File: src/rtl/wish_pack_flex.sv
// Packs narrow Wishbone-pipelined beats into NUM_PACK-lane words with runtime ratio,
// early flush on packet end, output back-pressure and outstanding-ack tracking.
// Optional lane-valid mask d_sel_o is built when WISH_PACK_FLEX_SEL_EN is defined.
//
// Handshake: a source beat is accepted when s_cyc_i & s_stb_i & ~s_stall_o; an output
// word transfers when d_stb_o & ~d_stall_i, and d_dat_o/d_tgc_o/d_sel_o hold while stalled.
module wish_pack_flex #(
  parameter int DATA_WIDTH      = 8,
  parameter int NUM_PACK        = 4,
  parameter int TGC_WIDTH       = 2,
  parameter int LITTLE_ENDIAN   = 0,
  parameter int MAX_OUTSTANDING = 4
) (
  input  logic                           clk_i,
  input  logic                           rst_i,
  input  logic [$clog2(NUM_PACK+1)-1:0]  cfg_num_i,
  input  logic                           s_cyc_i,
  input  logic                           s_stb_i,
  input  logic [DATA_WIDTH-1:0]          s_dat_i,
  input  logic [TGC_WIDTH-1:0]           s_tgc_i,
  output logic                           s_stall_o,
  output logic                           s_ack_o,
  output logic                           d_cyc_o,
  output logic                           d_stb_o,
  output logic [DATA_WIDTH*NUM_PACK-1:0] d_dat_o,
  output logic [TGC_WIDTH-1:0]           d_tgc_o,
`ifdef WISH_PACK_FLEX_SEL_EN
  output logic [NUM_PACK-1:0]            d_sel_o,
`endif
  input  logic                           d_stall_i,
  input  logic                           d_ack_i,
  output logic [0:0]                     dbg_state_o
);

  localparam int CW = $clog2(NUM_PACK + 1);
  // One spare count: a word already in the output register may still leave at the limit.
  localparam int OW = $clog2(MAX_OUTSTANDING + 2);
  localparam logic [CW-1:0] NP    = CW'(NUM_PACK);
  localparam logic [OW-1:0] MAX_O = OW'(MAX_OUTSTANDING);

  localparam logic [0:0] ST_IDLE = 1'b0;
  localparam logic [0:0] ST_ACC  = 1'b1;

  logic [0:0]                     state;
  logic [CW-1:0]                  slot;
  logic [CW-1:0]                  cur_num;
  logic [CW-1:0]                  eff_cfg;
  logic [CW-1:0]                  num_now;
  logic [DATA_WIDTH*NUM_PACK-1:0] acc_dat;
  logic [DATA_WIDTH*NUM_PACK-1:0] word_dat;
  logic [TGC_WIDTH-1:0]           word_tgc;
  logic [TGC_WIDTH-1:0]           beat_tgc;
  logic [TGC_WIDTH-1:0]           out_tgc;
  logic [OW-1:0]                  out_cnt;
  logic                           accept;
  logic                           complete;
  logic                           last_beat;
  logic                           out_xfer;
  logic                           ack_dec;
  int                             lane;

  assign s_stall_o   = (d_stb_o & d_stall_i) | (out_cnt >= MAX_O);
  assign d_cyc_o     = d_stb_o | (out_cnt != '0);
  assign dbg_state_o = state;
  assign accept      = s_cyc_i & s_stb_i & ~s_stall_o;
  assign last_beat   = s_tgc_i[1];
  assign out_xfer    = d_stb_o & ~d_stall_i;
  assign ack_dec     = d_ack_i & (out_cnt != '0);

  always_comb begin
    eff_cfg  = ((cfg_num_i == '0) || (cfg_num_i > NP)) ? NP : cfg_num_i;
    num_now  = (state == ST_IDLE) ? eff_cfg : cur_num;
    complete = accept & ((slot == num_now - CW'(1)) | last_beat);
    lane     = (LITTLE_ENDIAN != 0) ? int'(slot) : NUM_PACK - 1 - int'(slot);
    word_dat = (state == ST_ACC) ? acc_dat : '0;
    for (int l = 0; l < NUM_PACK; l++) begin
      if (l == lane) word_dat[l*DATA_WIDTH +: DATA_WIDTH] = s_dat_i;
    end
    // Only the opening beat of a packet may carry the first flag into a word.
    beat_tgc    = s_tgc_i;
    beat_tgc[0] = (state == ST_IDLE) & s_tgc_i[0];
    out_tgc     = (slot == '0) ? beat_tgc : word_tgc;
    out_tgc[1]  = last_beat;
  end

  always_ff @(posedge clk_i) begin
    if (rst_i) begin
      state    <= ST_IDLE;
      slot     <= '0;
      cur_num  <= '0;
      acc_dat  <= '0;
      word_tgc <= '0;
      s_ack_o  <= 1'b0;
      d_stb_o  <= 1'b0;
      d_dat_o  <= '0;
      d_tgc_o  <= '0;
      out_cnt  <= '0;
    end else begin
      s_ack_o <= accept;
      if (accept) begin
        if (state == ST_IDLE) cur_num <= eff_cfg;
        if (slot == '0) word_tgc <= beat_tgc;
        if (complete) begin
          slot    <= '0;
          acc_dat <= '0;
          state   <= last_beat ? ST_IDLE : ST_ACC;
        end else begin
          slot    <= slot + CW'(1);
          acc_dat <= word_dat;
          state   <= ST_ACC;
        end
      end else if ((state == ST_ACC) && !s_cyc_i) begin
        state   <= ST_IDLE;
        slot    <= '0;
        acc_dat <= '0;
      end

      // A completing word may reload the register in the same cycle it drains.
      if (complete) begin
        d_stb_o <= 1'b1;
        d_dat_o <= word_dat;
        d_tgc_o <= out_tgc;
      end else if (out_xfer) begin
        d_stb_o <= 1'b0;
      end

      case ({out_xfer, ack_dec})
        2'b10:   out_cnt <= out_cnt + OW'(1);
        2'b01:   out_cnt <= out_cnt - OW'(1);
        default: out_cnt <= out_cnt;
      endcase
    end
  end

`ifdef WISH_PACK_FLEX_SEL_EN
  logic [NUM_PACK-1:0] acc_sel;
  logic [NUM_PACK-1:0] word_sel;

  always_comb begin
    word_sel = (state == ST_ACC) ? acc_sel : '0;
    for (int l = 0; l < NUM_PACK; l++) begin
      if (l == lane) word_sel[l] = 1'b1;
    end
  end

  always_ff @(posedge clk_i) begin
    if (rst_i) begin
      acc_sel <= '0;
      d_sel_o <= '0;
    end else begin
      if (accept) acc_sel <= complete ? '0 : word_sel;
      else if ((state == ST_ACC) && !s_cyc_i) acc_sel <= '0;
      if (complete) d_sel_o <= word_sel;
    end
  end
`endif

endmodule

File: config.mk
export PLATFORM = sky130hd
export DESIGN_NAME = wish_pack_flex
export DESIGN_NICKNAME = d
export VERILOG_FILES = /design/src/rtl/wish_pack_flex.sv
export SDC_FILE = /design/constraint.sdc
export NUM_CORES = 1
export LEC_CHECK = 0
export CAP_MARGIN = 25
export CORE_MARGIN = 1
export CORE_UTILIZATION = 50
export CTS_CLUSTER_DIAMETER = 80
export DETAILED_ROUTE_END_ITERATION = 6
export PLACE_DENSITY = 0.82
export RECOVER_POWER = 25
export SLEW_MARGIN = 20
export SYNTH_ARGS = -nofsm -noshare
export SYNTH_HDL_FRONTEND = slang
export SYNTH_SLANG_ARGS = --single-unit
File: constraint.sdc
create_clock -name clk_i -period 2.5 [get_ports clk_i]
set_input_delay 0.375 -clock clk_i [delete_from_list [all_inputs] [get_ports clk_i]]
set_output_delay 0.375 -clock clk_i [all_outputs]
set_load 0.01 [all_outputs]
==> qor.yml, run 1 <==
path_buf_inv: 4
p_switching_mw: 0.970
ff2ff_setup_slack_ns: 0.21
cts_hold_buf: 0
setup_ws_ns: 0.127
hold_path.class: "flip-flop to flip-flop"
slowest_stage: "or3_4"
clk_path_buf_depth: 2
ioPinCount: 58
diodes: 0
cpLargestDelayFamily: "simple AND/OR/NAND/NOR gates"
crit_type: "input pin to flip-flop"
avgViaCountPerCell: 6.77
synth_top_area_share_pct: 34.8
top_layer: "met4"
p_int_mw: 2.36
core_sq_um: 8760
vdd_drop_max_mv: 0.341
route.met3.wl_um: 1180
ys_ff_latch: 79
cts_sinks: 79
cts_tree: "yes"
power.leakage_nw: 2.16
synth_area_sq_um: 4550
p_comb_share_pct: 22.4
numCtsBuffers: 9
synth_edf_count: 0
rows: 34
grt-ovfl-total: 0
cts_root_buf: "clkbuf_8"
grt_max_degree: 67
cts.reportedPaths.clkPinSlew_ns: 0.08
clockPowerShare_pct: 38.3
clk_latency_ns: 0.37
routed-via-count: 4967
grt_first_pass_wirelength_um: 22900
fin_crit_ns: 2.37
synthArstFlopShare_pct: 0
layout-drive-gt1-share_pct: 12.1
cp.required_ns: 2.79
fin_worst_skew_ns: 0.0117
route.detailed.drc: 0
worst_ep_arrival_time_ns: 2.66
finalNonFillerCells: 734
dieArea_sq_um: 9490
die_w_um: 97.4
path_cells: "clkbuf_2, or2_4, ha_4, nor3b_4, a21oi_4, ha_4, xor2_4, or3_4, nand3_4, buf_12, buf_12, clkbuf_16, o21ai_0, a21oi_1"
wl_met2_um: 6550
setup_viol: 0
yosys-top-cells-count: "dfxtp_1 (79), nor2_1 (75), a21oi_1 (51), clkbuf_1 (51)"
place_ws_ns: -0.573
finalWirelength_um: 14200
crit_path_max_fanout: 5
rsz0062_at_grt: "false"
nNetsFinal: 649
synth_cell_types: 38
synth_top_flop_cell: "dfxtp_1"
finalCritPeriodShare_pct: 94.9
antenna_found_initial: 0
area_growth_pct: 28.1
drt-wirelength-per-cell_um: 19.3
worstSetupStartpointType: "input pin"
slowest_delay_ns: 0.36
routabilityCongestion: 0.814
fin_util_pct: 66.5
synth.largest_area_cell: "dfxtp_1"
fin_area_sq_um: 5830
h-tree-depth: 3
grt_pass1_vias: 4476
ant_nets: 0
p_per_area_nw_per_um2: 571
yosysWarnings: 0
hpwl_um: 8110
synth_nets: 617
cap_violations: 0
report.final.hold_viol_count: 0
slew_viol_final: 0
syn_inst: 589
drt-initial-drc-count: 549
synth.most_common_cell: "dfxtp_1"
whs_ns: 0.454
ys_top_cells_by_area: "dfxtp_1 (35%), o2111ai_1 (6.5%), a32oi_1 (6.4%)"
drt-met1-wl_um: 5970
fillers: 677
postPlaceCellArea_sq_um: 5280
fmax_mhz: 421
dp_cells: 707
status: "complete, no violations"
setup-tns-final_ns: 0
syn_area_per_cell_sq_um: 7.73
track_usage_pct: 29.3
pwr-share-seq_pct: 39.3
power.total_mw: 3.33
fp.dieH_um: 97.4
relSlewSlack_pct: 46.9
portBuffers: 57
tightest_slew_ns: 0.795
yosysSeqAreaShare_pct: 34.8
swShare_pct: 29.1
drt_pass1_iterations: 6
end_kind: "flip-flop"
start_util_pct: 51.9
-- metal layers --
| metal | GRT usage, % | vias to the layer above |
|---|---|---|
| li1 | - | 2297 |
| met1 | 41.4 | 2339 |
| met2 | 44.6 | 280 |
| met3 | 4.17 | 51 |
| met4 | 12.6 | 0 |
| met5 | 0 | - |
-- final cells by class --
class / count / area, sq um / area share (%)
clock buffer: 9 / 124 / 2.12
clock inverter: 7 / 145 / 2.49
inverter: 11 / 41.3 / 0.708
multi-input combinational: 432 / 2790 / 47.9
sequential: 79 / 1580 / 27.1
tap: 108 / 135 / 2.32
timing repair buffer: 88 / 1010 / 17.3
-- worst paths after layout --
| path | startpoint | to | depth (start not counted) |
|---|---|---|---|
| setup / recovery | cfg_num_i[1] | acc_dat[14] | 14 |
| hold reg to reg | acc_dat[27] | acc_dat[27] | 2 |
| hold / removal | acc_dat[27] | acc_dat[27] | 2 |
| setup reg to reg | dbg_state_o | acc_dat[14] | 9 |
-- layout by cell type, fill, tap and decap left out, types with 11 or more instances in the layout --
cell and count:
nand4_1 34, nand3_1 36, buf_4 15, o2111ai_1 30, dlygate4sd3_1 26, clkdlybuf4s50_1 28
dfxtp_1 78, a21oi_1 50, a31oi_1 24, nand2_1 36, and3b_1 32, nor2_1 74
a32oi_1 33, buf_12 11, o21ai_0 25
-- flip-flops by register name (all words and copies together) (netlist names) --
signal	count
acc_dat	32
d_dat_o	32
cur_num	3
out_cnt	3
slot	3
d_tgc_o	2
d_stb_o	1
dbg_state_o	1
s_ack_o	1
word_tgc	1
-- what timing repair did --
item | 4_1_cts | 5_1_grt
resized for setup | 18 | 18
endpoints found under the setup margin | 69 | 50
buffers inserted | 7 | 0
pin swaps | 11 | 3
cloned | 3 | 1
-- worst register-to-register path, stage by stage, from the launching register on --
cell	delay (ns)
dfxtp_2	0.44
buf_4	0.41
nor2b_1	0.29
or3_4	0.19
nand3_4	0.14
buf_12	0.17
buf_12	0.12
clkbuf_16	0.14
o21ai_0	0.16
a21oi_1	0.09
-- power groups by stage --
stage	clock network, mW	registers (mW)	logic, mW
floorplan	0	1.34	0.355
global placement	0	1.33	0.563
detailed placement	0	1.34	0.576
CTS	1.28	1.31	0.708
global route	1.34	1.31	0.780
finish	1.28	1.31	0.747
-- cell families (layout without fill, tap and decap cells) --
logic type | count (synthesis) | after routing | synth area share (%)
and+or+nand+nor | 230 | 230 | 26.6
xor gates and xnor gates | 6 | 6 | 1.48
adders and majority gates | 9 | 9 | 2.64
AOI/OAI and AO/OA | 187 | 187 | 27.5
buffers and inverters | 78 | 115 | 6.96
DFF | 79 | 79 | 34.8
(Power assumes the default switching activity.)
==> inputs of run 2 (changes only) <==
--- a/config.mk
+++ b/config.mk
@@ -6,6 +6,7 @@
 export NUM_CORES = 1
 export LEC_CHECK = 0
 export CAP_MARGIN = 25
+export CORE_ASPECT_RATIO = 0.9
 export CORE_MARGIN = 1
 export CORE_UTILIZATION = 50
 export CTS_CLUSTER_DIAMETER = 80
==> qor.yml, run 2 (synthesis results as in run 1) <==
worstSetupStartpointType: "input pin"  # unchanged
rows: 32  # was 34
path_cells: "clkbuf_2, or2_4, ha_4, nor3b_2, a21oi_2, ha_4, xor2_2, or3_4, nand3_4, buf_12, buf_12, o21ai_0, a21oi_1"  # was clkbuf_2, or2_4, ha_4, nor3b_4, a21oi_4, ha_4, xor2_4, or3_4, nand3_4, buf_12, buf_12, clkbuf_16, o21ai_0, a21oi_1
nNetsFinal: 652  # was 649
end_kind: "flip-flop"  # unchanged
area_growth_pct: 28.1  # unchanged
fp.dieH_um: 92.5  # was 97.4 um
cts_tree: "yes"  # unchanged
grt_first_pass_wirelength_um: 22900  # about the same
worst_ep_arrival_time_ns: 2.73  # was 2.66 ns
critical_path.reg2reg.endpoint: "d_dat_o[0]"  # was acc_dat[14]
diodes: 0  # unchanged
grt-ovfl-total: 0  # unchanged
ff2ff_setup_slack_ns: 0.23  # was 0.21 ns
finalWirelength_um: 14700  # was 14200 um
hpwl_um: 8500  # was 8110 um
routabilityCongestion: 0.817  # was 0.814
clk_latency_ns: 0.37  # about the same
cap_violations: 0  # unchanged
vdd_drop_max_mv: 0.276  # was 0.341 mV
slowest_delay_ns: 0.43  # was 0.36 ns
crit_type: "input pin to flip-flop"  # unchanged
core_sq_um: 8690  # was 8760 sq um
cts_sinks: 79  # unchanged
antenna_found_initial: 0  # unchanged
worstHoldStart: "acc_dat[5]"  # was acc_dat[27]
crit_path_max_fanout: 6  # was 5
cts.reportedPaths.clkPinSlew_ns: 0.08  # about the same
path_buf_inv: 3  # was 4
layout_common_cells: "dfxtp_1 (78), nor2_1 (74), a21oi_1 (49), nand2_1 (36)"  # was dfxtp_1 (78), nor2_1 (74), a21oi_1 (50), nand2_1 (36), nand3_1 (36)
avgViaCountPerCell: 6.70  # was 6.77
fmax_mhz: 410  # was 421 MHz
hold_path.class: "flip-flop to flip-flop"  # unchanged
ioPinCount: 58  # unchanged
start_util_pct: 52.4  # was 51.9%
relSlewSlack_pct: 46.6  # was 46.9%
numCtsBuffers: 9  # unchanged
tightest_slew_ns: 0.802  # was 0.795 ns
report.final.hold_viol_count: 0  # unchanged
setup-tns-final_ns: 0  # unchanged
ant_nets: 0  # unchanged
drt-initial-drc-count: 524  # was 549
whs_ns: 0.451  # was 0.454 ns
slowest_stage: "or3_4"  # unchanged
finalNonFillerCells: 747  # was 734
hold_end: "acc_dat[5]"  # was acc_dat[27]
power.total_mw: 3.15  # was 3.33 mW
fin_crit_ns: 2.44  # was 2.37 ns
power.leakage_nw: 2.17  # was 2.16 nW
whs_path_depth: 2  # unchanged
slew_viol_final: 0  # unchanged
die_w_um: 103  # was 97.4 um
track_usage_pct: 31.0  # was 29.3%
route.detailed.drc: 0  # unchanged
cts_root_buf: "clkbuf_8"  # unchanged
rr_worst_depth: 7  # was 9
cpLargestDelayFamily: "simple AND/OR/NAND/NOR gates"  # unchanged
fin_util_pct: 67.1  # was 66.5%
reg_top3: "acc_dat (32), d_dat_o (32)"  # unchanged
layout_commonest_cell: "dfxtp_1"  # unchanged
r2r_start: "slot[1]"  # was dbg_state_o
drt-wirelength-per-cell_um: 19.6  # was 19.3 um
finalCritPeriodShare_pct: 97.6  # was 94.9%
grt_max_degree: 77  # was 67
grt_pass1_vias: 4555  # was 4476
cp-startpoint: "cfg_num_i[1]"  # unchanged
portBuffers: 57  # unchanged
rsz0062_at_grt: "false"  # unchanged
layout-drive-gt1-share_pct: 12.4  # was 12.1%
status: "complete, no violations"  # unchanged
drt_pass1_iterations: 5  # was 6
dieArea_sq_um: 9490  # about the same
fin_worst_skew_ns: 0.0121  # was 0.0117 ns
h-tree-depth: 3  # unchanged
cp.required_ns: 2.79  # about the same
dp_cells: 722  # was 707
clk_path_buf_depth: 2  # unchanged
routed-via-count: 5005  # was 4967
p_per_area_nw_per_um2: 541  # was 571 nW/um^2
setup_viol: 0  # unchanged
run 2: metrics by stage:
step	area [sq um]	setup WS [ns]
floorplan	4620	-0.0631
global placement	5330	-0.498
detailed placement	5330	-0.614
CTS	5770	0.00712
global route	5830	0.0138
finish	5830	0.0601
run 2: area by class of cell:
type	instances	area, sq um
clock buffers	11	141
inverters	11	41.3
well taps	119	149
flip-flops and latches	79	1580
multi-input cells	432	2800
clock inverters	4	70.1
fillers	703	2860
repair buffers	91	1040
run 2: per-layer routing:
layer / vias up / wire length [um] / global-route usage (%)
met3: 54 / 1550 / 7.62
li1: 2301 / - / -
met2: 291 / 6800 / 46.2
met4: 0 / 509 / 13.8
met5: - / 0 / 0
met1: 2359 / 5820 / 41.9
run 2: worst reg2reg max path: cells and delay by family (launching register included):
family,cells,cell delay [ns]
and+or+nand+nor,3,0.47
AOI/OAI and AO/OA,2,0.43
DFF,1,0.55
adders and majority gates,2,0.72
run 2: timing repair:
action,4_1_cts,5_1_grt
buffers inserted,4,1
hold endpoints to repair,0,0
resized for setup,19,19
gates cloned,4,2
setup endpoints to repair,70,64
hold buffers,0,0
pin swaps,13,27
run 2: worst max-delay path by stage:
stage | endpoint | slack [ns] | cells after the start
global placement | d_dat_o[30] | -0.50 | 12
global route | acc_dat[20] | 0.01 | 13
floorplan | d_stb_o | -0.06 | 11
finish | acc_dat[8] | 0.06 | 13
detailed placement | d_dat_o[30] | -0.61 | 12
CTS | d_dat_o[9] | 0.007 | 13
run 2: where the power goes:
group          total (mW)  internal, mW  leakage [nW]  switching, mW
Clock                1.07         0.582         0.109          0.485
Sequential           1.31          1.28         0.639         0.0244
Combinational       0.778         0.326          1.42          0.452
==> inputs of run 3 (changes only) <==
--- a/config.mk
+++ b/config.mk
@@ -8,10 +8,10 @@
 export CAP_MARGIN = 25
 export CORE_ASPECT_RATIO = 0.9
 export CORE_MARGIN = 1
-export CORE_UTILIZATION = 50
+export CORE_UTILIZATION = 40
 export CTS_CLUSTER_DIAMETER = 80
 export DETAILED_ROUTE_END_ITERATION = 6
-export PLACE_DENSITY = 0.82
+export PLACE_DENSITY = 0.69
 export RECOVER_POWER = 25
 export SLEW_MARGIN = 20
 export SYNTH_ARGS = -nofsm -noshare
==> qor.yml, run 3 (synthesis results as in run 1) <==
die_w_um: 114  # was 103 um
report.final.hold_viol_count: 0  # unchanged
cts.reportedPaths.clkPinSlew_ns: 0.06  # was 0.08 ns
status: "complete, no violations"  # unchanged
route.detailed.drc: 0  # unchanged
crit_path_max_fanout: 8  # was 6
vdd_drop_max_mv: 0.266  # was 0.276 mV
layout_common_cells: "dfxtp_1 (78), nor2_1 (74), a21oi_1 (49), nand2_1 (36), nand3_1 (35)"  # was dfxtp_1 (78), nor2_1 (74), a21oi_1 (49), nand2_1 (36)
slew_viol_final: 0  # unchanged
slowest_delay_ns: 0.36  # was 0.43 ns
layout-drive-gt1-share_pct: 12.7  # was 12.4%
hold_path.class: "flip-flop to flip-flop"  # unchanged
power.total_mw: 3.31  # was 3.15 mW
p_int_mw: 2.31  # was 2.19 mW
cap_violations: 0  # unchanged
cts_root_buf: "clkbuf_16"  # was clkbuf_8
cp-startpoint: "cfg_num_i[0]"  # was cfg_num_i[1]
crit_type: "input pin to flip-flop"  # unchanged
ff2ff_setup_slack_ns: 0.27  # was 0.23 ns
pwr-share-seq_pct: 39.7  # was 41.5%
rr_worst_depth: 9  # was 7
fin_util_pct: 54.3  # was 67.1%
drt-initial-drc-count: 416  # was 524
r2r_start: "dbg_state_o"  # was slot[1]
critical_path.reg2reg.endpoint: "d_dat_o[6]"  # was d_dat_o[0]
rows: 36  # was 32
avgViaCountPerCell: 6.27  # was 6.70
setup-tns-final_ns: 0  # unchanged
start_util_pct: 41.6  # was 52.4%
dp_cells: 755  # was 722
finalWirelength_um: 14700  # about the same
grt_max_degree: 101  # was 77
core_sq_um: 10900  # was 8690 sq um
power.leakage_nw: 2.20  # was 2.17 nW
clk_latency_ns: 0.35  # was 0.37 ns
h-tree-depth: 3  # unchanged
grt_first_pass_wirelength_um: 23600  # was 22900 um
clockPowerShare_pct: 36.6  # was 33.8%
diodes: 0  # unchanged
p_per_area_nw_per_um2: 557  # was 541 nW/um^2
setup_viol: 0  # unchanged
routed-via-count: 4902  # was 5005
fin_crit_ns: 2.41  # was 2.44 ns
p_switching_mw: 0.998  # was 0.961 mW
worstSetupStartpointType: "input pin"  # unchanged
crit_top_cell: "buf_12"
cts_sinks: 79  # unchanged
nNetsFinal: 654  # was 652
cpLargestDelayFamily: "simple AND/OR/NAND/NOR gates"  # unchanged
fp.dieH_um: 103  # was 92.5 um
swShare_pct: 30.2  # was 30.5%
finalNonFillerCells: 782  # was 747
grt_pass1_vias: 4535  # was 4555
ant_nets: 0  # unchanged
clk_path_buf_depth: 2  # unchanged
rsz0062_at_grt: "false"  # unchanged
path_cells: "clkbuf_2, or2_4, ha_4, nor3b_4, a21oi_4, ha_4, xor2_2, or3_4, nand3_4, buf_12, buf_12, buf_12, o2111ai_4, a21oi_2"  # was clkbuf_2, or2_4, ha_4, nor3b_2, a21oi_2, ha_4, xor2_2, or3_4, nand3_4, buf_12, buf_12, o21ai_0, a21oi_1
place_ws_ns: -0.601  # was -0.614 ns
cts_tree: "yes"  # unchanged
drt_pass1_iterations: 6  # was 5
dieArea_sq_um: 11800  # was 9490 sq um
worst_ep_arrival_time_ns: 2.69  # was 2.73 ns
setup_ws_ns: 0.0872  # was 0.0601 ns
grt-ovfl-total: 0  # unchanged
fmax_mhz: 414  # was 410 MHz
numCtsBuffers: 9  # unchanged
cp.required_ns: 2.78  # was 2.79 ns
routabilityCongestion: 0.774  # was 0.817
ioPinCount: 58  # unchanged
slowest_stage: "or3_4"  # unchanged
worstHoldStart: "acc_dat[6]"  # was acc_dat[5]
antenna_found_initial: 0  # unchanged
hpwl_um: 8820  # was 8500 um
postPlaceCellArea_sq_um: 5350  # was 5330 sq um
fin_area_sq_um: 5940  # was 5830 sq um
relSlewSlack_pct: 41.6  # was 46.6%
tightest_slew_ns: 0.876  # was 0.802 ns
area_growth_pct: 30.5  # was 28.1%
layout_commonest_cell: "dfxtp_1"  # unchanged
reg_top3: "acc_dat (32), d_dat_o (32)"  # unchanged
path_buf_inv: 4  # was 3
track_usage_pct: 25.7  # was 31.0%
fin_worst_skew_ns: 0.00986  # was 0.0121 ns
portBuffers: 57  # unchanged
critPathCapture: "slot[1]"  # was acc_dat[8]
end_kind: "flip-flop"  # unchanged
drt-wirelength-per-cell_um: 18.8  # was 19.6 um
worst-path-stages: 14  # was 13
whs_ns: 0.448  # was 0.451 ns
finalCritPeriodShare_pct: 96.5  # was 97.6%
p_comb_share_pct: 23.7  # was 24.7%
## run 3: how the worst min path moves through the flow
stage          slack (ns)  cells after the start          to
6_report             0.45                      2  acc_dat[6]
3_5_place_dp         0.44                      2  acc_dat[6]
4_1_cts              0.45                      2  acc_dat[6]
2_1_floorplan        0.43                      2  acc_dat[0]
5_1_grt              0.47                      2  acc_dat[8]
3_3_place_gp         0.43                      2  acc_dat[2]
## run 3: layer usage
metal / vias to the layer above / track usage (%) / part of all wire, %
met4: 0 / 9.69 / 2.6
met2: 220 / 40.0 / 45
met1: 2338 / 34.6 / 45
met3: 41 / 6.29 / 7.6
li1: 2303 / - / -
met5: - / 0 / 0
## run 3: worst reg2reg max path: stages (launching register included)
cell and delay (ns):
dfxtp_2 0.45, buf_4 0.41, nor2b_1 0.27, or3_4 0.18
nand3_4 0.08, buf_12 0.15, buf_12 0.12, buf_16 0.15
o2111ai_1 0.20, nand3_1 0.11
## run 3: cell type report
type / count / area, sq um
multi-input combinational: 432 / 2810
inverter: 11 / 41.3
clock inverter: 4 / 22.5
clock buffer: 11 / 243
fill: 1016 / 5010
tap: 152 / 190
sequential: 79 / 1580
timing repair buffer: 93 / 1050
## run 3: repair_timing
item                       in CTS  in global routing
cloned                          4                  0
setup endpoints to repair      70                 68
resized for setup              22                  9
hold buffers                    0                  0
pin swaps                      11                  9
setup buffers                   7                  1
## run 3: power groups by stage
stage	logic (mW)	clock network (mW)	registers [mW]
global placement	0.577	0	1.34
global route	0.823	1.28	1.31
CTS	0.761	1.23	1.31
finish	0.783	1.21	1.31
floorplan	0.355	0	1.34
detailed placement	0.591	0	1.34
